## src/rtl/ccg_sweep_ctrl.sv

```systemverilog
// ---------------------------------------------------------------------------
// ccg_sweep_ctrl
//
// Exhaustive-sweep controller for small combinational benchmark circuits.
// Steps `pattern` through every value 0 .. 2^N_IN-1, waits SETTLE extra
// cycles per vector, then samples the DUT response (`resp`) against the
// golden response (`ref_resp`). It counts mismatching vectors, records the
// first failing vector, and compacts every sampled response into a MISR
// signature.
//
// Ports
//   clk              rising-edge clock
//   rst              synchronous, active-high reset
//   start            begin a sweep (accepted only while idle, abort low)
//   abort            terminate a sweep in progress
//   pattern          vector driven to the DUT and golden model
//   resp             DUT outputs
//   ref_resp         golden outputs
//   busy             high while a sweep is running
//   done             one-cycle pulse when a sweep completes normally
//   aborted          last sweep was aborted (cleared by the next start)
//   mismatch_cnt     number of sampled vectors with resp != ref_resp
//   first_fail_valid a first failing vector has been captured
//   first_fail_vec   pattern of the first failing vector
//   signature        MISR state
//
// All outputs come straight from flops; resp/ref_resp only feed next-state
// logic.
// ---------------------------------------------------------------------------
module ccg_sweep_ctrl #(
    parameter int              N_IN   = 5,
    parameter int              N_OUT  = 10,
    parameter int              SETTLE = 0,
    parameter int              SIG_W  = 16,
    parameter logic [SIG_W-1:0] POLY  = 16'h1021,
    parameter logic [SIG_W-1:0] SEED  = 16'hFFFF
) (
    input  logic              clk,
    input  logic              rst,
    input  logic              start,
    input  logic              abort,
    output logic [N_IN-1:0]   pattern,
    input  logic [N_OUT-1:0]  resp,
    input  logic [N_OUT-1:0]  ref_resp,
    output logic              busy,
    output logic              done,
    output logic              aborted,
    output logic [N_IN:0]     mismatch_cnt,
    output logic              first_fail_valid,
    output logic [N_IN-1:0]   first_fail_vec,
    output logic [SIG_W-1:0]  signature
);

    localparam int              CNT_W    = N_IN + 1;
    localparam logic [N_IN-1:0] LAST_VEC = '1;
    localparam logic [3:0]      SETTLE_C = 4'(SETTLE);

    typedef enum logic [1:0] {
        IDLE = 2'd0,
        RUN  = 2'd1,
        FIN  = 2'd2
    } state_t;

    state_t            state, state_n;
    logic [3:0]        wait_cnt, wait_n;
    logic [N_IN-1:0]   pattern_n;
    logic              busy_n;
    logic              done_n;
    logic              aborted_n;
    logic [CNT_W-1:0]  mcnt_n;
    logic              ffv_n;
    logic [N_IN-1:0]   ffvec_n;
    logic [SIG_W-1:0]  sig_n;
    logic              sample;

    // One MISR step: shift left, fold the MSB back through POLY, and XOR in
    // the zero-extended response word.
    function automatic logic [SIG_W-1:0] misr_step(
        input logic [SIG_W-1:0] s,
        input logic [N_OUT-1:0] d
    );
        logic [SIG_W-1:0] d_ext;
        logic [SIG_W-1:0] fb;
        d_ext            = '0;
        d_ext[N_OUT-1:0] = d;
        fb               = s[SIG_W-1] ? POLY : '0;
        return {s[SIG_W-2:0], 1'b0} ^ fb ^ d_ext;
    endfunction

    // Mismatch counter increment. It cannot wrap: at most 2^N_IN vectors
    // are sampled per sweep and the counter is N_IN+1 bits wide.
    function automatic logic [CNT_W-1:0] cnt_inc(input logic [CNT_W-1:0] c);
        return c + CNT_W'(1);
    endfunction

    // ---- next-state / next-output logic ----
    always_comb begin
        state_n   = state;
        wait_n    = wait_cnt;
        pattern_n = pattern;
        busy_n    = busy;
        done_n    = 1'b0;
        aborted_n = aborted;
        mcnt_n    = mismatch_cnt;
        ffv_n     = first_fail_valid;
        ffvec_n   = first_fail_vec;
        sig_n     = signature;
        sample    = 1'b0;

        case (state)
            IDLE: begin
                // A simultaneous abort cancels the start request.
                if (start && !abort) begin
                    state_n   = RUN;
                    wait_n    = '0;
                    pattern_n = '0;
                    busy_n    = 1'b1;
                    aborted_n = 1'b0;
                    mcnt_n    = '0;
                    ffv_n     = 1'b0;
                    ffvec_n   = '0;
                    sig_n     = SEED;
                end
            end

            RUN: begin
                if (abort) begin
                    // Partial results are kept; a coinciding sample is dropped.
                    state_n   = IDLE;
                    wait_n    = '0;
                    busy_n    = 1'b0;
                    aborted_n = 1'b1;
                end else if (wait_cnt == SETTLE_C) begin
                    sample = 1'b1;
                    if (pattern == LAST_VEC) begin
                        state_n = FIN;
                        busy_n  = 1'b0;
                        done_n  = 1'b1;
                    end else begin
                        pattern_n = pattern + N_IN'(1);
                        wait_n    = '0;
                    end
                end else begin
                    wait_n = wait_cnt + 4'd1;
                end
            end

            FIN: begin
                state_n = IDLE;
            end

            default: begin
                state_n = IDLE;
                busy_n  = 1'b0;
            end
        endcase

        if (sample) begin
            sig_n = misr_step(signature, resp);
            if (resp != ref_resp) begin
                mcnt_n = cnt_inc(mismatch_cnt);
                if (!first_fail_valid) begin
                    ffv_n   = 1'b1;
                    ffvec_n = pattern;
                end
            end
        end
    end

    // ---- state / result registers ----
    always_ff @(posedge clk) begin
        if (rst) begin
            state            <= IDLE;
            wait_cnt         <= '0;
            pattern          <= '0;
            busy             <= 1'b0;
            done             <= 1'b0;
            aborted          <= 1'b0;
            mismatch_cnt     <= '0;
            first_fail_valid <= 1'b0;
            first_fail_vec   <= '0;
            signature        <= SEED;
        end else begin
            state            <= state_n;
            wait_cnt         <= wait_n;
            pattern          <= pattern_n;
            busy             <= busy_n;
            done             <= done_n;
            aborted          <= aborted_n;
            mismatch_cnt     <= mcnt_n;
            first_fail_valid <= ffv_n;
            first_fail_vec   <= ffvec_n;
            signature        <= sig_n;
        end
    end

endmodule

```

## config.mk

```make
export PLATFORM = sky130hd
export DESIGN_NAME = ccg_sweep_ctrl
export DESIGN_NICKNAME = d
export VERILOG_FILES = /design/src/rtl/ccg_sweep_ctrl.sv
export SDC_FILE = /design/constraint.sdc
export NUM_CORES = 1
export LEC_CHECK = 0
export CELL_PAD_IN_SITES_DETAIL_PLACEMENT = 1
export CELL_PAD_IN_SITES_GLOBAL_PLACEMENT = 2
export CORE_AREA = 5 5 99 83
export CTS_CLUSTER_SIZE = 30
export DETAILED_ROUTE_END_ITERATION = 10
export DIE_AREA = 0 0 104 88
export DONT_BUFFER_PORTS = 1
export PLACE_DENSITY_LB_ADDON = 0.1
export REMOVE_ABC_BUFFERS = 1
export SYNTH_ARGS = -nofsm -noshare
export SYNTH_HDL_FRONTEND = slang
export SYNTH_SLANG_ARGS = --single-unit
export TNS_END_PERCENT = 10
```

## constraint.sdc

```tcl
create_clock -name clk -period 2.12 [get_ports clk]
set_clock_uncertainty 0.1 [all_clocks]
set_input_delay 0.424 -clock clk [delete_from_list [all_inputs] [get_ports clk]]
set_output_delay 0.424 -clock clk [all_outputs]
set_load 0.01 [all_outputs]
```

# Word-level counts from Yosys, hierarchy flattened
# Cells that the tools add are included.
[classes]
n_eq_ne = 12
reduce_logical = 14
n_mux = 45
bitwise_logic = 5
n_addsub = 3
[ops]
columns = ["operator", "n"]
rows = [
  ["2-to-1 mux 16 bit", 3],
  ["2-to-1 mux 5 bit", 9],
  ["2-to-1 mux 6 bit", 4],
  ["2-to-1 mux 4 bit", 4],
  ["bitwise XOR 16 x 10 -> 16 bit", 1],
  ["bitwise XOR 16 x 13 -> 16 bit", 1],
  ["2-to-1 mux 1 bit", 15],
  ["2-to-1 mux 13 bit", 1],
  ["inequality test 10 bit", 1],
  ["inequality test 2 bit, second input constant", 5],
  ["case mux 5 bit (2 select lines)", 1],
  ["AND reduction 3 bit", 3],
  ["2-to-1 mux 2 bit", 4],
  ["case mux 4 bit (2 select lines)", 1],
  ["adder 6 x 1 -> 6 bit, second input constant", 1],
  ["inequality test 3 bit, second input constant", 2],
  ["nonzero test 2 bit", 3],
  ["adder 5 x 1 -> 5 bit, second input constant", 1],
  ["== test 5 bit, second input constant", 1],
  ["AND reduction 5 bit", 1],
  ["adder 4 x 1 -> 4 bit, second input constant", 1],
  ["zero test 4 bit", 1],
  ["inequality test 4 bit, second input constant", 1],
  ["case mux 2 bit (2 select lines)", 1],
  ["other kinds (11)", 13],
]
[totals]
out_inout_bits = 36
elab_cells = 89
ff_bits = 42
input_bits = 24

# Depth between registers and ports, before layout
# Gate-level depths: netlist (run 1).
[depth]
ltp_word = 7
ltp_mapped = 9
ltp_nobuf = 8

# Worst setup path after synthesis (run 1)
# OpenSTA, ideal clock, no wires.
[synth_path]
kind = "reg-to-reg"
start = "reg pattern[0]"
end = "reg pattern[3]"
required_ps = 1944
synth_period_minus_slack_ps = 1973
setup_ps = 76
path_stages_with_launch = 9
path_buffers = 0
slack_ps = 147
arrival_ps = 1797
path_cell_list = "dfxtp_1 -> ha_1 -> and3_1 -> ha_1 -> inv_1 -> a31oi_1 -> nand2b_1 -> or3_1 -> a21boi_0"
[synth_between]
elab_chain_cells = 5
elab_cells_between_ends = 8
classes_between = "add/sub (1); eq/ne (2); mux (4); reduce/logical (1)"
[synth_rtl]
columns = ["element", "line_no", "source"]
rows = [
  ["start, declared", "42", "output logic [N_IN-1:0] pattern,"],
  ["start signal, assigned", "186", "pattern <= pattern_n;"],
  ["adder 5 x 1 -> 5 bit", "140", "pattern_n = pattern + N_IN'(1);"],
  ["2-to-1 mux 5 bit", "135", "if (pattern == LAST_VEC) begin"],
  ["2-to-1 mux 5 bit", "133", "end else if (wait_cnt == SETTLE_C) begin"],
  ["2-to-1 mux 5 bit", "127", "if (abort) begin"],
  ["case mux 5 bit (2 select lines)", "110", "case (state)"],
]
# Several ways; a longest one is shown, not always the timed one. The select of a mux whose other input is x is not followed.
# A chain may end at the register's enable or synchronous reset.

# Worst setup path after layout (run 1)
# Same ends and word-level chain as after synthesis.

==> out/summary.txt, run 1 <==
status = finished, final reports clean
max-slew violations = 0
Rel. slew slack = 71.0%
number of synthesized flops with an enable pin = 0
DR vias/cell = 5.27
CP max-delay cell = or3_1
post-route cell area = 2320 µm²
synthesized cell area = 2060 µm²
Worst Setup End Kind = flop
R2R setup slack = 0.1 ns
Util after Layout = 32.4%
proportion of layout cells with a drive suffix above 1 = 13.1%
WP buf/inv = 1
CTS Sinks = 42
Inserted Diodes = 0
worst hold slack = 0.0872 ns
DIE AREA = 9150 µm²
max_cap viols = 0
DRC violations left = 0
CTS buffer count = 5
CP max stage delay = 0.35 ns
largest net degree at the start of global routing = 44
Worst path depth = 8
core area = 7150 µm²
post-synthesis async set-or-reset flop share = 0%
dpl cells = 318
Max Buffers Root-to-Sink = 2
first-pass GRT wire length = 9290 µm
PwrDens = 638 nW/µm²
nets = 265
post-layout minimum cycle time = 2.02 ns
post-synthesis cell count = 227
maximum clock rate = 0.495 GHz
sequential area share after synthesis = 40.9%
initial antenna violation count = 0
Rows = 28
P_leak = 0.775 nW
routed len/inst = 17.7 µm
critical path class = flop to flop
worst skew pair latency = 0.30 ns
vias = 1717
Main synth FF type = dfxtp_1
Setup Buffers After CTS = 0
Layout Area Growth over Synthesis = 12.6%
Reg2Reg Depth = 8
hpwl dp = 4340 µm
die height = 88 µm
setup violators final = 0
Die X = 104 µm
Synth Area per Inst = 9.07 µm²
Synth top area share = 40.9%
Power, Total = 1.48 mW
GRT overflow = 0
Root Buffer = clkbuf_8
Crit Path Max Fanout = 3
Port Buffers = 0
Iteration-0 DRC Markers = 63
Hold Path Class = input port to flop
initial core utilization = 28.8%
Worst EP arrival = 2.16 ns
crit-path cells = ha_1 -> and3_1 -> ha_1 -> inv_1 -> a31oi_1 -> nand2b_1 -> or3_1 -> a21boi_1
global placement routability congestion = 0.736
most frequent CP cell = ha_1
highest-count cells in the layout ignoring fill and taps = 42 x dfxtp_1, 18 x nand2b_1, 16 x o22ai_1, 14 x a21oi_1
Pre-antenna DRT Iters = 4
clk slew on worst S/H paths = 0.09 ns
FF/Latch Area = 841 µm²
Post-Place Cell Area = 2210 µm²
IO Pins = 60
fillers = 857
pre-CTS setup slack = 0.0947 ns
crit-path leading delay family = simple AND/OR/NAND/NOR gates
antenna-violating nets left = 0
fin crit share = 95.3%
#FFs+latches synth = 42
hold path cells = 1
Yosys top cell by area = dfxtp_1
RSZ-0062 raised after global routing = false
GRT Total Usage = 12.7%
final setup TNS = 0 ns
most common cell after layout, fill and taps aside = dfxtp_1
TritonCTS clock tree = done
Multi-input gate area = 1150 µm²
Setup crit start kind = flop
CP required = 2.26 ns
Final Hold Fails = 0
synthesis warning total = 0
PnR worst setup slack = 0.0999 ns
Unique masters post-synth = 42
largest cells by area after synthesis = dfxtp_1 41%, nand2b_1 5.5%, xnor2_1 5.1%, o22ai_1 4.9%, xor2_1 4.7%
# H-tree levels = 2
number of global-route vias before repair = 1843
maximum VDD drop = 0.210 mV
Tightest Pin Transition = 0.434 ns
wirelength, routed = 5760 µm
post-layout instance count excluding filler cells = 326
-- what timing repair did --
action | in CTS | in global routing
setup endpoints to repair | 0 | 5
gates resized for setup | 0 | 4
hold buffers | 0 | 0
-- cells in the mapped netlist, types with 2 or more instances --
cell type	number
dfxtp_1	42
nand2b_1	18
o22ai_1	16
a21oi_1	15
xnor2_1	12
nor2_1	11
xor2_1	11
nand2_1	10
clkbuf_1	7
inv_1	7
nand3_1	7
or3b_1	7
ha_1	6
nor3_1	6
o211ai_1	6
mux2i_1	4
a31oi_1	3
buf_2	3
nor2b_1	3
o21ai_0	3
or2_2	3
and3_1	2
nand3b_1	2
nand4_1	2
nand4b_1	2
nor3b_1	2
or3_1	2
-- cell type report --
type | count | area share (%)
multi-input cells | 166 | 49.5
flip-flops and latches | 42 | 36.3
well taps | 90 | 4.86
repair buffers | 13 | 4.37
clock buffers | 5 | 2.97
inverters | 7 | 1.13
clock inverters | 3 | 0.917
-- cell families after synthesis --
| kind of cell | Yosys count | synth area share, % |
|---|---|---|
| muxes | 4 | 1.95 |
| xor gates and xnor gates | 23 | 9.79 |
| buffers and inverters | 19 | 4.01 |
| adders and majority gates | 6 | 3.65 |
| AOI/OAI and AO/OA | 50 | 15.3 |
| DFF | 42 | 40.9 |
| and+or+nand+nor | 83 | 24.5 |
-- power breakdown --
group / total, mW / internal, mW / leakage [nW] / switching (mW)
Combinational: 0.124 / 0.0584 / 0.391 / 0.0657
Clock: 0.537 / 0.232 / 0.0441 / 0.306
Sequential: 0.818 / 0.799 / 0.340 / 0.0186
Total: 1.48 / 1.09 / 0.775 / 0.390
-- sequential cells by signal (all words and copies together), names as in the netlist --
register / cells
aborted: 1
busy: 1
done: 1
first_fail_valid: 1
first_fail_vec: 5
mismatch_cnt: 6
pattern: 5
signature: 16
state: 2
wait_cnt: 4
-- path summary, 6_finish.rpt --
kind | startpoint | endpoint
worst max-delay path | pattern[0] | pattern[3]
worst max register to register | pattern[0] | pattern[3]
worst min register to register | first_fail_vec[0] | first_fail_vec[0]
worst min-delay path | rst | first_fail_vec[2]
-- layer usage --
| layer | up-vias | track usage [%] | wire length, µm |
|---|---|---|---|
| met4 | 0 | 3.53 | 64 |
| li1 | 820 | - | - |
| met2 | 64 | 22.3 | 2740 |
| met3 | 6 | 3.98 | 406 |
| met1 | 827 | 15.0 | 2540 |
| met5 | - | 0 | 0 |
Power figures use the tool's default switching activity.
==> inputs of run 2 (changes only) <==
--- a/constraint.sdc
+++ b/constraint.sdc
@@ -3,3 +3,3 @@
 set_input_delay 0.424 -clock clk [delete_from_list [all_inputs] [get_ports clk]]
 set_output_delay 0.424 -clock clk [all_outputs]
-set_load 0.01 [all_outputs]
+set_load 0.005 [all_outputs]
==> out/summary.txt, run 2 (synthesis gave the netlist of run 1 again) <==
status = finished, final reports clean (unchanged)
DIE AREA = 9150 µm² (unchanged)
number of global-route vias before repair = 1829 (was 1843)
R2R setup slack = 0.13 ns (was 0.1 ns)
Hold Path Origin = rst (unchanged)
GRT overflow = 0 (unchanged)
Comb pwr share = 8.0% (was 8.4%)
Tightest Pin Transition = 0.404 ns (was 0.434 ns)
worst hold slack = 0.0787 ns (was 0.0872 ns)
P_leak = 0.776 nW (was 0.775 nW)
maximum VDD drop = 0.264 mV (was 0.210 mV)
max_cap viols = 0 (unchanged)
GRT Total Usage = 12.3% (was 12.7%)
fin crit share = 93.7% (was 95.3%)
Final Hold Fails = 0 (unchanged)
CTS Sinks = 42 (unchanged)
Setup crit start kind = flop (unchanged)
Root Buffer = clkbuf_8 (unchanged)
max-slew violations = 0 (unchanged)
routed len/inst = 17.2 µm (was 17.7 µm)
hold path cells = 1 (unchanged)
pre-CTS setup slack = 0.101 ns (was 0.0947 ns)
global placement routability congestion = 0.735 (was 0.736)
most common cell after layout, fill and taps aside = dfxtp_1 (unchanged)
setup violators final = 0 (unchanged)
Port Buffers = 0 (unchanged)
initial antenna violation count = 0 (unchanged)
switching share of power = 26.9% (was 26.4%)
biggest regs = signature (16), mismatch_cnt (6) (unchanged)
DR vias/cell = 5.16 (was 5.27)
CP required = 2.25 ns (was 2.26 ns)
maximum clock rate = 0.504 GHz (was 0.495 GHz)
highest-count cells in the layout ignoring fill and taps = 42 x dfxtp_1, 18 x nand2b_1, 16 x o22ai_1, 15 x a21oi_1, 15 x buf_4 (was 42 x dfxtp_1, 18 x nand2b_1, 16 x o22ai_1, 14 x a21oi_1)
# H-tree levels = 2 (unchanged)
clk slew on worst S/H paths = 0.10 ns (was 0.09 ns)
Layout Area Growth over Synthesis = 12.7% (was 12.6%)
largest net degree at the start of global routing = 44 (unchanged)
die height = 88 µm (unchanged)
Rows = 28 (unchanged)
Die X = 104 µm (unchanged)
post-layout instance count excluding filler cells = 328 (was 326)
Iteration-0 DRC Markers = 34 (was 63)
Inserted Diodes = 0 (unchanged)
core area = 7150 µm² (unchanged)
nets = 267 (was 265)
TritonCTS clock tree = done (unchanged)
DRC violations left = 0 (unchanged)
initial core utilization = 28.8% (unchanged)
Max Buffers Root-to-Sink = 2 (unchanged)
Clock power frac = 37.5% (was 36.3%)
IO Pins = 60 (unchanged)
RSZ-0062 raised after global routing = false (unchanged)
post-layout minimum cycle time = 1.99 ns (was 2.02 ns)
antenna-violating nets left = 0 (unchanged)
net switching power = 402 µW (was 390 µW)
Worst EP arrival = 2.12 ns (was 2.16 ns)
proportion of layout cells with a drive suffix above 1 = 13.4% (was 13.1%)
Crit Path Max Fanout = 11 (was 3)
PwrDens = 644 nW/µm² (was 638 nW/µm²)
Seq pwr share = 54.5% (was 55.3%)
hpwl dp = 4280 µm (was 4340 µm)
Hold Path Class = input port to flop (unchanged)
Reg-to-Reg End = first_fail_vec[2] (was pattern[3])
worst skew pair latency = 0.31 ns (was 0.30 ns)
Reg2Reg Launch Point = wait_cnt[0] (was pattern[0])
final setup TNS = 0 ns (unchanged)
PnR worst setup slack = 0.135 ns (was 0.0999 ns)
Pre-antenna DRT Iters = 4 (unchanged)
Reg2Reg Depth = 8 (unchanged)
Reg with most FFs = signature (unchanged)
vias = 1691 (was 1717)
dpl cells = 317 (was 318)
CTS buffer count = 5 (unchanged)
Power, Total = 1.49 mW (was 1.48 mW)
first-pass GRT wire length = 9020 µm (was 9290 µm)
Int Power = 1.09 mW (about the same)
critical path class = flop to flop (unchanged)
hold worst-path end = mismatch_cnt[1] (was first_fail_vec[2])
Worst Setup End Kind = flop (unchanged)
wirelength, routed = 5640 µm (was 5760 µm)
Rel. slew slack = 72.9% (was 71.0%)
Largest register FFs = 16 (unchanged)
## run 2: power by group through the flow
stage	Sequential [mW]	Combinational (mW)	Clock, mW
after floorplan	0.830	0.0846	0
after global placement	0.833	0.117	0
after detailed placement	0.833	0.122	0
after CTS	0.815	0.122	0.592
after global routing	0.817	0.134	0.607
final	0.814	0.120	0.560
## run 2: routing by layer
layer	routed length [µm]	GRT usage, %	share of wire (%)
met1	2420	14.1	43
met2	2730	21.3	48
met3	415	4.86	7.4
met4	80	3.88	1.4
met5	0	0	0
## run 2: cell type report
type / count / area (µm²)
Tap cell: 90 / 113
Inverter: 7 / 26.3
Sequential cell: 42 / 841
Timing Repair Buffer: 15 / 113
Clock inverter: 3 / 23.8
Clock buffer: 5 / 68.8
Fill cell: 869 / 4830
Multi-Input combinational cell: 166 / 1130
## run 2: worst max path at each step
stage | startpoint | end | slack, ns | cells past startpoint
floorplan | wait_cnt[0] | mismatch_cnt[5] | 0.10 | 6
global placement | wait_cnt[0] | first_fail_vec[3] | 0.16 | 8
detailed placement | wait_cnt[0] | first_fail_vec[2] | 0.10 | 8
CTS | wait_cnt[0] | first_fail_vec[2] | 0.07 | 8
global route | wait_cnt[0] | first_fail_vec[4] | 0.0002 | 8
finish | wait_cnt[0] | first_fail_vec[2] | 0.13 | 8
## run 2: worst max-delay path, stage by stage (launching register included)
cell	delay [ns]
dfxtp_1	0.32
inv_1	0.06
ha_1	0.14
nor3b_4	0.28
and3_4	0.25
o31ai_2	0.10
buf_4	0.19
or3b_1	0.35
a21oi_1	0.13
## run 2: timing repair
action | in CTS | in global routing
resized for setup | 0 | 1
setup buffers | 0 | 3
setup endpoints to repair | 0 | 7
hold buffers | 0 | 0
## run 2: through the flow
| stage | util, % | instance area, µm² |
|---|---|---|
| floorplan | - | 2000 |
| global placement | 30.8 | 2200 |
| detailed placement | 30.8 | 2200 |
| CTS | 32.1 | 2300 |
| global route | 32.5 | 2320 |
| finish | 32.5 | 2320 |
